### src/rtl/riscv_pkg.sv
// riscv_pkg: shared RV32I decode constants for the decode stage.
//   - opcode values for the nine base instruction classes
//   - ALU_Control operation codes
//   - op_A_sel operand encodings
//   - dec_bundle_t, the decoded control/field bundle carried by the stage
package riscv_pkg;

  // Base opcode classes (inst[6:0])
  localparam logic [6:0] R_TYPE = 7'b0110011;
  localparam logic [6:0] I_TYPE = 7'b0010011;
  localparam logic [6:0] STORE  = 7'b0100011;
  localparam logic [6:0] LOAD   = 7'b0000011;
  localparam logic [6:0] BRANCH = 7'b1100011;
  localparam logic [6:0] JALR   = 7'b1100111;
  localparam logic [6:0] JAL    = 7'b1101111;
  localparam logic [6:0] AUIPC  = 7'b0010111;
  localparam logic [6:0] LUI    = 7'b0110111;

  // ALU_Control codes; the low three bits of the plain ops equal funct3
  localparam logic [5:0] ALU_ADD    = 6'b000000;
  localparam logic [5:0] ALU_SLL    = 6'b000001;
  localparam logic [5:0] ALU_SLT    = 6'b000010;
  localparam logic [5:0] ALU_SLTU   = 6'b000011;
  localparam logic [5:0] ALU_XOR    = 6'b000100;
  localparam logic [5:0] ALU_SRL    = 6'b000101;
  localparam logic [5:0] ALU_OR     = 6'b000110;
  localparam logic [5:0] ALU_AND    = 6'b000111;
  localparam logic [5:0] ALU_SUB    = 6'b001000;
  localparam logic [5:0] ALU_SRA    = 6'b001101;
  localparam logic [2:0] ALU_BR_HI  = 3'b010;   // branches: {010, funct3}
  localparam logic [5:0] ALU_JAL    = 6'b011111;
  localparam logic [5:0] ALU_JALR   = 6'b111111;

  // op_A_sel encodings
  localparam logic [1:0] OPA_RS1  = 2'b00;
  localparam logic [1:0] OPA_PC   = 2'b01;
  localparam logic [1:0] OPA_ZERO = 2'b10;

  typedef struct packed {
    logic [4:0]  rs1;
    logic [4:0]  rs2;
    logic [4:0]  rd;
    logic        wen;
    logic        mem_wen;
    logic        wb_sel;
    logic        branch_op;
    logic        next_pc_sel;
    logic        op_b_sel;
    logic [1:0]  op_a_sel;
    logic [31:0] imm;
    logic [5:0]  alu;
    logic        illegal;
  } dec_bundle_t;

endpackage

### src/rtl/decode_comb.sv
// decode_comb: pure combinational RV32I field / immediate / control decoder.
// Ports:
//   instruction  in   32  raw instruction word
//   bundle       out      decoded fields and controls (dec_bundle_t)
//   rs1_used     out  1   instruction reads rs1
//   rs2_used     out  1   instruction reads rs2
import riscv_pkg::*;

module decode_comb (
  input  logic [31:0] instruction,
  output dec_bundle_t bundle,
  output logic        rs1_used,
  output logic        rs2_used
);

  logic [6:0]  opcode;
  logic [2:0]  funct3;
  logic [31:0] imm_i;
  logic [31:0] imm_s;
  logic [31:0] imm_b;
  logic [31:0] imm_u;
  logic [31:0] imm_j;
  logic [31:0] imm_shamt;

  assign opcode    = instruction[6:0];
  assign funct3    = instruction[14:12];
  assign imm_i     = {{20{instruction[31]}}, instruction[31:20]};
  assign imm_s     = {{20{instruction[31]}}, instruction[31:25], instruction[11:7]};
  assign imm_b     = {{19{instruction[31]}}, instruction[31], instruction[7],
                      instruction[30:25], instruction[11:8], 1'b0};
  assign imm_u     = {instruction[31:12], 12'd0};
  assign imm_j     = {{11{instruction[31]}}, instruction[31], instruction[19:12],
                      instruction[20], instruction[30:21], 1'b0};
  // Immediate shifts carry only the 5-bit shift amount
  assign imm_shamt = {27'd0, instruction[24:20]};

  // Class decode: per-opcode controls, immediate format and source usage
  always_comb begin
    bundle     = '0;
    bundle.rs1 = instruction[19:15];
    bundle.rs2 = instruction[24:20];
    bundle.rd  = instruction[11:7];
    rs1_used   = 1'b0;
    rs2_used   = 1'b0;
    case (opcode)
      R_TYPE: begin
        bundle.wen = 1'b1;
        bundle.alu = {3'b000, funct3};
        // funct7[5] turns add into sub and srl into sra
        if (instruction[30] && (funct3 == 3'b000 || funct3 == 3'b101)) begin
          bundle.alu[3] = 1'b1;
        end else begin
          bundle.alu[3] = 1'b0;
        end
        rs1_used = 1'b1;
        rs2_used = 1'b1;
      end
      I_TYPE: begin
        bundle.wen      = 1'b1;
        bundle.op_b_sel = 1'b1;
        if (funct3 == 3'b001 || funct3 == 3'b101) begin
          bundle.imm = imm_shamt;
        end else begin
          bundle.imm = imm_i;
        end
        // Only srai uses inst[30]; addi never becomes sub
        if (funct3 == 3'b101 && instruction[30]) begin
          bundle.alu = ALU_SRA;
        end else begin
          bundle.alu = {3'b000, funct3};
        end
        rs1_used = 1'b1;
      end
      LOAD: begin
        bundle.wen      = 1'b1;
        bundle.wb_sel   = 1'b1;
        bundle.op_b_sel = 1'b1;
        bundle.imm      = imm_i;
        bundle.alu      = ALU_ADD;
        rs1_used        = 1'b1;
      end
      STORE: begin
        bundle.mem_wen  = 1'b1;
        bundle.op_b_sel = 1'b1;
        bundle.imm      = imm_s;
        bundle.alu      = ALU_ADD;
        rs1_used        = 1'b1;
        rs2_used        = 1'b1;
      end
      BRANCH: begin
        bundle.branch_op = 1'b1;
        bundle.imm       = imm_b;
        bundle.alu       = {ALU_BR_HI, funct3};
        rs1_used         = 1'b1;
        rs2_used         = 1'b1;
      end
      JAL: begin
        bundle.wen         = 1'b1;
        bundle.next_pc_sel = 1'b1;
        bundle.imm         = imm_j;
        bundle.alu         = ALU_JAL;
      end
      JALR: begin
        bundle.wen         = 1'b1;
        bundle.next_pc_sel = 1'b1;
        bundle.op_b_sel    = 1'b1;
        bundle.imm         = imm_i;
        bundle.alu         = ALU_JALR;
        rs1_used           = 1'b1;
      end
      AUIPC: begin
        bundle.wen      = 1'b1;
        bundle.op_a_sel = OPA_PC;
        bundle.op_b_sel = 1'b1;
        bundle.imm      = imm_u;
        bundle.alu      = ALU_ADD;
      end
      LUI: begin
        bundle.wen      = 1'b1;
        bundle.op_a_sel = OPA_ZERO;
        bundle.op_b_sel = 1'b1;
        bundle.imm      = imm_u;
        bundle.alu      = ALU_ADD;
      end
      default: begin
        // Unknown opcode still flows so downstream can trap; nothing is written
        bundle.illegal = 1'b1;
      end
    endcase
  end

endmodule

### src/rtl/decode_stage.sv
// decode_stage: registered, handshaked RV32I decode stage.
// Accepts one instruction per cycle from fetch, decodes it via decode_comb,
// tracks pending register writes of SB_DEPTH downstream stages, stalls on
// read-after-write hazards and squashes its output on flush.
// Ports:
//   clock, reset            rising-edge clock, synchronous active-high reset
//   in_valid/in_ready       fetch handshake; PC, instruction = incoming word
//   flush                   redirect from execute, squashes the output register
//   out_valid/out_ready     downstream handshake; out_PC = PC of the bundle
//   read_sel1/2, write_sel  rs1, rs2, rd
//   wEn .. op_A_sel         control signals; imm32, ALU_Control, illegal
import riscv_pkg::*;

module decode_stage #(
  parameter int ADDRESS_BITS = 16,
  parameter int SB_DEPTH     = 2
) (
  input  logic                    clock,
  input  logic                    reset,
  input  logic                    in_valid,
  output logic                    in_ready,
  input  logic [ADDRESS_BITS-1:0] PC,
  input  logic [31:0]             instruction,
  input  logic                    flush,
  output logic                    out_valid,
  input  logic                    out_ready,
  output logic [ADDRESS_BITS-1:0] out_PC,
  output logic [4:0]              read_sel1,
  output logic [4:0]              read_sel2,
  output logic [4:0]              write_sel,
  output logic                    wEn,
  output logic                    mem_wEn,
  output logic                    wb_sel,
  output logic                    branch_op,
  output logic                    next_PC_select,
  output logic                    op_B_sel,
  output logic [1:0]              op_A_sel,
  output logic [31:0]             imm32,
  output logic [5:0]              ALU_Control,
  output logic                    illegal
);

  localparam logic [0:0] ST_RUN   = 1'b0;
  localparam logic [0:0] ST_STALL = 1'b1;

  dec_bundle_t                     dec;
  logic                            dec_rs1_used;
  logic                            dec_rs2_used;
  logic                            advance;
  logic                            hazard;
  logic                            src1_hit;
  logic                            src2_hit;

  logic                            out_valid_q, out_valid_d;
  dec_bundle_t                     out_bundle_q, out_bundle_d;
  logic [ADDRESS_BITS-1:0]         out_pc_q, out_pc_d;
  logic [SB_DEPTH-1:0]             sb_valid_q, sb_valid_d;
  logic [SB_DEPTH-1:0][4:0]        sb_rd_q, sb_rd_d;
  logic [0:0]                      state_q, state_d;

  decode_comb u_decode_comb (
    .instruction (instruction),
    .bundle      (dec),
    .rs1_used    (dec_rs1_used),
    .rs2_used    (dec_rs2_used)
  );

  assign advance  = !out_valid_q || out_ready;
  assign in_ready = advance && !hazard && !flush;

  // Hazard: a used nonzero source matches the output bundle's rd or a live slot
  always_comb begin
    src1_hit = 1'b0;
    src2_hit = 1'b0;
    if (out_valid_q && out_bundle_q.wen) begin
      src1_hit = (out_bundle_q.rd == dec.rs1);
      src2_hit = (out_bundle_q.rd == dec.rs2);
    end else begin
      src1_hit = 1'b0;
      src2_hit = 1'b0;
    end
    for (int i = 0; i < SB_DEPTH; i++) begin
      if (sb_valid_q[i]) begin
        src1_hit = src1_hit || (sb_rd_q[i] == dec.rs1);
        src2_hit = src2_hit || (sb_rd_q[i] == dec.rs2);
      end else begin
        src1_hit = src1_hit;
        src2_hit = src2_hit;
      end
    end
    hazard = (dec_rs1_used && (dec.rs1 != 5'd0) && src1_hit) ||
             (dec_rs2_used && (dec.rs2 != 5'd0) && src2_hit);
  end

  // Scoreboard: on advance the departing bundle's write enters slot 0, oldest drops
  always_comb begin
    sb_valid_d = sb_valid_q;
    sb_rd_d    = sb_rd_q;
    if (advance) begin
      sb_valid_d[0] = out_valid_q && out_bundle_q.wen && (out_bundle_q.rd != 5'd0);
      sb_rd_d[0]    = out_bundle_q.rd;
      for (int i = 1; i < SB_DEPTH; i++) begin
        sb_valid_d[i] = sb_valid_q[i-1];
        sb_rd_d[i]    = sb_rd_q[i-1];
      end
    end else begin
      sb_valid_d = sb_valid_q;
      sb_rd_d    = sb_rd_q;
    end
  end

  // Output register: flush squashes even a held bundle; a stalled advance inserts a bubble
  always_comb begin
    out_valid_d  = out_valid_q;
    out_bundle_d = out_bundle_q;
    out_pc_d     = out_pc_q;
    if (flush) begin
      out_valid_d = 1'b0;
    end else if (advance) begin
      if (in_valid && in_ready) begin
        out_valid_d  = 1'b1;
        out_bundle_d = dec;
        out_pc_d     = PC;
      end else begin
        out_valid_d = 1'b0;
      end
    end else begin
      out_valid_d = out_valid_q;
    end
  end

  // RUN/STALL tracking: flush forces RUN, a presented hazard enters STALL
  always_comb begin
    state_d = state_q;
    if (flush) begin
      state_d = ST_RUN;
    end else if (hazard && in_valid) begin
      state_d = ST_STALL;
    end else if (hazard && (state_q == ST_STALL)) begin
      state_d = ST_STALL;
    end else begin
      state_d = ST_RUN;
    end
  end

  // State registers with synchronous reset
  always_ff @(posedge clock) begin
    if (reset) begin
      out_valid_q  <= 1'b0;
      out_bundle_q <= '0;
      out_pc_q     <= '0;
      sb_valid_q   <= '0;
      sb_rd_q      <= '0;
      state_q      <= ST_RUN;
    end else begin
      out_valid_q  <= out_valid_d;
      out_bundle_q <= out_bundle_d;
      out_pc_q     <= out_pc_d;
      sb_valid_q   <= sb_valid_d;
      sb_rd_q      <= sb_rd_d;
      state_q      <= state_d;
    end
  end

  assign out_valid      = out_valid_q;
  assign out_PC         = out_pc_q;
  assign read_sel1      = out_bundle_q.rs1;
  assign read_sel2      = out_bundle_q.rs2;
  assign write_sel      = out_bundle_q.rd;
  assign wEn            = out_bundle_q.wen;
  assign mem_wEn        = out_bundle_q.mem_wen;
  assign wb_sel         = out_bundle_q.wb_sel;
  assign branch_op      = out_bundle_q.branch_op;
  assign next_PC_select = out_bundle_q.next_pc_sel;
  assign op_B_sel       = out_bundle_q.op_b_sel;
  assign op_A_sel       = out_bundle_q.op_a_sel;
  assign imm32          = out_bundle_q.imm;
  assign ALU_Control    = out_bundle_q.alu;
  assign illegal        = out_bundle_q.illegal;

endmodule

### config.mk
export PLATFORM = sky130hd
export DESIGN_NAME = decode_stage
export DESIGN_NICKNAME = d
export VERILOG_FILES = /design/src/rtl/riscv_pkg.sv /design/src/rtl/decode_comb.sv /design/src/rtl/decode_stage.sv
export SDC_FILE = /design/constraint.sdc
export NUM_CORES = 1
export LEC_CHECK = 0
export ABC_CLOCK_PERIOD_IN_PS = 2900
export CORE_MARGIN = 2
export CORE_UTILIZATION = 47
export CTS_CLUSTER_SIZE = 20
export DETAILED_ROUTE_END_ITERATION = 16
export PLACE_DENSITY = 0.92
export SYNTH_ARGS = -nofsm -noshare
export SYNTH_HDL_FRONTEND = slang
export SYNTH_SLANG_ARGS = --single-unit
### constraint.sdc
create_clock -name clock -period 2.9 [get_ports clock]
set_clock_uncertainty 0.05 [all_clocks]
set_input_delay 0.58 -clock clock [delete_from_list [all_inputs] [get_ports clock]]
set_output_delay 0.58 -clock clock [all_outputs]
set_load 0.05 [all_outputs]
==> flow_summary_export.csv, run 1 <==
group,metric,value,unit
synth,synth_compound_area_share,26.7,%
synth,synth_fp_nets,588,
placed_design,post_dp_cell_area,0.00596,mm^2
run,cap_violations,0,
synth,synthXorXnorAreaFrac,6.09,%
sta,tightest_slew,0.776,ns
drt,wl_per_cell,18.7,um
floorplan,die_height,99.8,um
floorplan,placement_rows,34,
drt,dr_total_vias,4800,
drt,drc,0,
floorplan,core_area,0.00881,mm^2
cells_and_area,post_route_cells_drive_above_1_share,13.0,%
synth,synth-seq-cells,91,
cells_and_area,final_area,0.00621,mm^2
hold_path,hp-class,"flop to flop",
drt,firstDrtPassIters,5,
worst_setup_path,arrival,2.14,ns
worst_setup_path,path_class,"input port to primary output",
synth,synth.top_cell.area_share,42.2,%
clocking,clk_pin_slew,0.09,ns
sta,period_share,95.6,%
pwr,vdd_drop_max,0.297,mV
sta,rsz0062_at_grt,"false",
placed_design,dp_hpwl,10800,um
drt,drt_iter0_markers,407,
drt,detail_route.vias_per_cell,6.05,
floorplan,die-area,0.00997,mm^2
clocking,cts_buffers,9,
worst_setup_path,critPathLaunchType,"input port",
grt,antenna_found_initial,0,
grt,grt-ovfl-total,0,
synth,synth_top_cell_by_area,"dfxtp_1",
drt,routed_wl,14800,um
clocking,cts.htree.levels,3,
clocking,clockBufferDepth,2,
drt,ant_nets,0,
worst_setup_path,r2r_slack,0.40,ns
synth,yosys.area_share.adder,0,%
floorplan,start_util,49.0,%
synth,ys_seq_area_share,42.2,%
pwr,power.leakage,2.19,nW
worst_setup_path,cp-startpoint,"instruction[22]",
worst_setup_path,cp_max_fo,5,
cells_and_area,num_antenna_cells,0,
placed_design,gp_congestion,0.991,
synth,muxShareOfSynthArea,0,%
sta,setup_viol,0,
grt,grt_max_degree,75,
sta,finalSetupTns,0,ns
synth,synthSimpleGateAreaFrac,18.0,%
synth,syn-cell-area,0.00432,mm^2
pwr,finalPower,2.89,mW
synth,synth_top_flop_cell,"dfxtp_1",
grt,first_global_vias,4523,
grt,grt_pass1_wl,23500,um
pwr,power_density,466,mW/mm^2
clocking,cts_tree,"yes",
clocking,clock_latency,0.36,ns
floorplan,die_w,99.8,um
sta,slew_violations,0,
synth,yosys-top-cells-area,"dfxtp_1 (42%), a21oi_1 (10%), o21ai_0 (6.0%), nand3_1 (4.8%), xnor2_1 (3.7%)",
synth,synth.avg_cell_area,8.07,um^2
clocking,cts_sinks,91,
status,status,"completed",
cells_and_area,area_growth,43.8,%
sta,relSlewSlack,48.3,%
worst_setup_path,cp.required,2.27,ns
grt,grtUsageTotal,29.8,%
worst_setup_path,rr_worst_depth,9,
worst_setup_path,crit_path_end,"in_ready",
synth,yosys.cell_types.count,45,
synth,synthesis.instances,535,
cells_and_area,nets,733,
sta,layout_min_cycle_time,2.77,ns
worst_setup_path,rr_endpoint,"illegal",
clocking,hold_buffers,0,
placed_design,portBuffers,132,
worst_setup_path,critPathCaptureType,"primary output",
synth,async_flop_share,0,%
sta,fmax,0.361,GHz
sta,finalHoldViolations,0,
floorplan,io_pins,133,
clocking,clockRootBuffer,"clkbuf_8",
synth,synth_top_family_by_area,"compound AO/OA/AOI/OAI gates",
synth,synth_enable_flop_cells,0,
worst_setup_path,r2r_start,"sb_rd_q[7]",
synth,yosysWarnings,0,
[flip-flops by register name, summed over array words and instances (netlist names)]
| name | cells |
|---|---|
| ALU_Control | 6 |
| branch_op | 1 |
| illegal | 1 |
| imm32 | 32 |
| mem_wEn | 1 |
| next_PC_select | 1 |
| op_A_sel | 2 |
| op_B_sel | 1 |
| out_PC | 16 |
| out_valid | 1 |
| read_sel1 | 5 |
| read_sel2 | 5 |
| sb_rd_q | 10 |
| sb_valid_q | 2 |
| wEn | 1 |
| wb_sel | 1 |
| write_sel | 5 |
[critical path: stages]
cell and delay [ns]:
dlygate4sd2_1 0.30, xor2_1 0.18, nor4_1 0.30, and3_1 0.22
nor3_2 0.06, o221ai_4 0.25, inv_2 0.09, buf_12 0.16
[synth_stat cells (all sizes together), types with 2 or more instances]
cell     instances
a311oi           3
and3b            2
or4              8
nor4             3
clkbuf          33
o221ai           2
and3             4
a32oi            2
xnor2           18
o31ai            3
a22oi           12
clkinv           2
buf             26
inv              6
nor3            22
nor3b            2
xor2            12
a21oi           88
a211oi          16
nand2b           2
nor2b            4
a2111oi         11
nand2           41
nor2             8
nand4           11
dfxtp           91
o21ai           52
nand3           41
[routing by layer]
metal | vias up | track usage, % | wire length (um)
met5 | - | 0 | 0
met4 | 0 | 12.2 | 505
met3 | 36 | 6.55 | 1370
met2 | 263 | 46.3 | 6780
met1 | 2264 | 40.4 | 6160
li1 | 2237 | - | -
[power by group]
group	switching (mW)	total (mW)	internal, mW
clock	0.435	0.884	0.449
sequential	0.0363	1.34	1.30
combinational	0.415	0.676	0.261
total	0.886	2.89	2.01
[area by class of cell]
cell class              count  area (um^2)
flip-flops and latches     91         1820
clock inverters             3         43.8
inverters                   8         30.0
well taps                 108          135
repair buffers            193         1790
clock buffers              13          159
multi-input cells         377         2230
fillers                   733         2600
[per-stage QoR]
step                setup WS [ns]  utilization (%)  std cells  hold WS [ns]
finish                      0.129             70.5        793         0.414
global route              0.00580             70.5        793         0.453
CTS                        0.0157             70.3        793         0.416
detailed placement         -0.433             67.7        775         0.405
global placement           -0.233             67.7        775         0.398
floorplan                  0.0693                -        535         0.386
[worst min-delay path by stage]
stage	start	endpoint	slack, ns	cells after the start
floorplan	sb_valid_q[1]	sb_valid_q[1]	0.39	2
global placement	imm32[0]	imm32[0]	0.40	2
detailed placement	imm32[6]	imm32[6]	0.41	2
CTS	imm32[6]	imm32[6]	0.42	2
global route	imm32[8]	imm32[8]	0.45	2
finish	imm32[6]	imm32[6]	0.41	2
[kinds of logic (layout without fill, tap and decap cells)]
kind of cell,count (synthesis),after routing
compound gates,195,195
xor+xnor,30,30
buf+inv,67,217
flops,91,91
simple gates,152,152
[repair_timing]
item,4_1_cts,5_1_grt
endpoints found under the hold margin,0,0
setup endpoints to repair,2,8
resized for setup,15,5
pin swaps,2,0
setup buffers,2,0
[cells in the final DEF, fill, tap and decap left out, types with 12 or more instances in the layout]
master           count
a211oi_1            16
a21oi_1             88
a22oi_1             12
buf_4               60
clkdlybuf4s50_1    116
dfxtp_1             91
nand2_1             41
nand3_1             41
nor3_1              16
o21ai_0             52
xnor2_1             18
xor2_1              12
Power figures use the tool's default switching activity.
==> run 2, diff against run 1 <==
--- a/config.mk
+++ b/config.mk
@@ -6,11 +6,14 @@
 export NUM_CORES = 1
 export LEC_CHECK = 0
 export ABC_CLOCK_PERIOD_IN_PS = 2900
+export CORE_ASPECT_RATIO = 1.75
 export CORE_MARGIN = 2
 export CORE_UTILIZATION = 47
 export CTS_CLUSTER_SIZE = 20
 export DETAILED_ROUTE_END_ITERATION = 16
 export PLACE_DENSITY = 0.92
+export REMOVE_ABC_BUFFERS = 1
 export SYNTH_ARGS = -nofsm -noshare
 export SYNTH_HDL_FRONTEND = slang
 export SYNTH_SLANG_ARGS = --single-unit
+export TNS_END_PERCENT = 50
==> flow_summary_export.csv, run 2 (same netlist as run 1, synthesis figures left out) <==
group,metric,value,unit
sta,tightest_slew,0.796,ns
sta,finalHoldViolations,0,
worst_setup_path,r2r_start,"sb_rd_q[6]",
worst_setup_path,cp.required,2.27,ns
clocking,clockBufferDepth,2,
cells_and_area,utilization,70.6,%
hold_path,hp-class,"flop to flop",
floorplan,die-area,0.0100,mm^2
status,status,"complete, but fails checks",
drt,ant_nets,0,
sta,fmax,0.341,GHz
sta,fin_ws,-0.0322,ns
cells_and_area,mostFrequentLayoutCells,"clkdlybuf4s50_1 (119), dfxtp_1 (91), a21oi_1 (88)",
run,cap_violations,0,
cells_and_area,layout_commonest_cell,"clkdlybuf4s50_1",
worst_setup_path,critPathLaunchType,"input port",
placed_design,portBuffers,132,
pwr,power_density,502,mW/mm^2
drt,routed_wl,15500,um
pwr,power.leakage,2.21,nW
sta,slew_violations,0,
clocking,clockRootBuffer,"clkbuf_16",
floorplan,die_w,76.4,um
worst_setup_path,arrival,2.30,ns
grt,grt_max_degree,75,
floorplan,start_util,48.1,%
placed_design,dp_hpwl,11100,um
grt,grt-ovfl-total,0,
sta,layout_min_cycle_time,2.93,ns
sta,setup_viol,1,
sta,relSlewSlack,46.9,%
grt,grtUsageTotal,29.9,%
grt,first_global_vias,4633,
sta,period_share,101,%
cells_and_area,post_route_cells_drive_above_1_share,12.8,%
cells_and_area,largest_reg_flops,32,
clocking,clock_latency,0.35,ns
drt,drt_iter0_markers,530,
sta,whs,0.418,ns
clocking,clk_pin_slew,0.06,ns
drt,dr_total_vias,4905,
worst_setup_path,cp-startpoint,"instruction[20]",
drt,wl_per_cell,19.3,um
clocking,cts_buffers,9,
status,violations,"negative setup slack",
clocking,cts.htree.levels,3,
drt,firstDrtPassIters,6,
worst_setup_path,critPathCaptureType,"primary output",
cells_and_area,n_fill_cell,723,
floorplan,placement_rows,46,
pwr,vdd_drop_max,0.464,mV
placed_design,pre_cts_slack,-0.275,ns
clocking,cts_sinks,91,
floorplan,io_pins,133,
cells_and_area,area_growth,46.9,%
pwr,finalPower,3.18,mW
cells_and_area,nets,730,
clocking,cts_tree,"yes",
drt,drc,0,
worst_setup_path,cp_max_fo,4,
grt,antenna_found_initial,1,
clocking,post_cts_buffers,0,
floorplan,die_height,131,um
hold_path,holdCritStartpoint,"imm32[5]",
drt,detail_route.vias_per_cell,6.11,
grt,grt_pass1_wl,23400,um
floorplan,core_area,0.00898,mm^2
worst_setup_path,path_class,"input port to primary output",
placed_design,gp_congestion,0.956,
==> run 2: path summary, 6_finish.rpt <==
path                    end  slack [ns]  cells after the start
setup / recovery   in_ready       -0.03                      9
hold / removal     imm32[5]        0.42                      2
setup reg to reg  imm32[23]        0.42                      9
hold reg to reg    imm32[5]        0.42                      2
==> run 2: power by group <==
part	leakage (nW)	switching, mW	internal [mW]	total [mW]
Sequential	0.742	0.0374	1.30	1.34
Combinational	1.33	0.417	0.263	0.681
Clock	0.139	0.475	0.690	1.16
Total	2.21	0.929	2.25	3.18
==> run 2: per-stage QoR <==
step / TNS, ns / instances / cell area, um^2
final: -0.0322 / 803 / 6340
after detailed placement: -11.45 / 786 / 6010
after global routing: -0.0918 / 803 / 6340
after CTS: 0 / 802 / 6320
after global placement: -4.20 / 786 / 6010
after floorplan: -48.49 / 476 / 4040
==> run 2: repair_timing <==
| action | 4_1_cts | 5_1_grt |
|---|---|---|
| gates resized for setup | 13 | 5 |
| endpoints found under the hold margin | 0 | 0 |
| pin swaps | 1 | 0 |
| setup endpoints to repair | 1 | 1 |
| hold buffers | 0 | 0 |
==> run 2: critical path, cell delays in order <==
cell,delay (ns)
dlygate4sd2_1,0.31
buf_4,0.18
xnor2_1,0.16
nand4_1,0.16
nor3_1,0.33
nor3_2,0.11
o221ai_4,0.22
inv_2,0.10
buf_12,0.16
==> run 2: routing by layer <==
layer  part of all wire [%]  wire [um]  global-route usage, %
met2                     55       8490                   56.0
met3                    4.7        734                   3.09
met5                      0          0                      0
met4                    6.6       1030                   23.9
met1                     34       5250                   30.1
==> run 2: layout make-up <==
type	count	area, um^2	share of cell area [%]
multi-input cells	377	2240	35.3
well taps	120	150	2.37
diodes	1	2.50	0.0395
inverters	8	30.0	0.474
repair buffers	190	1800	28.4
clock buffers	12	246	3.89
clock inverters	4	50.0	0.789
flip-flops and latches	91	1820	28.7
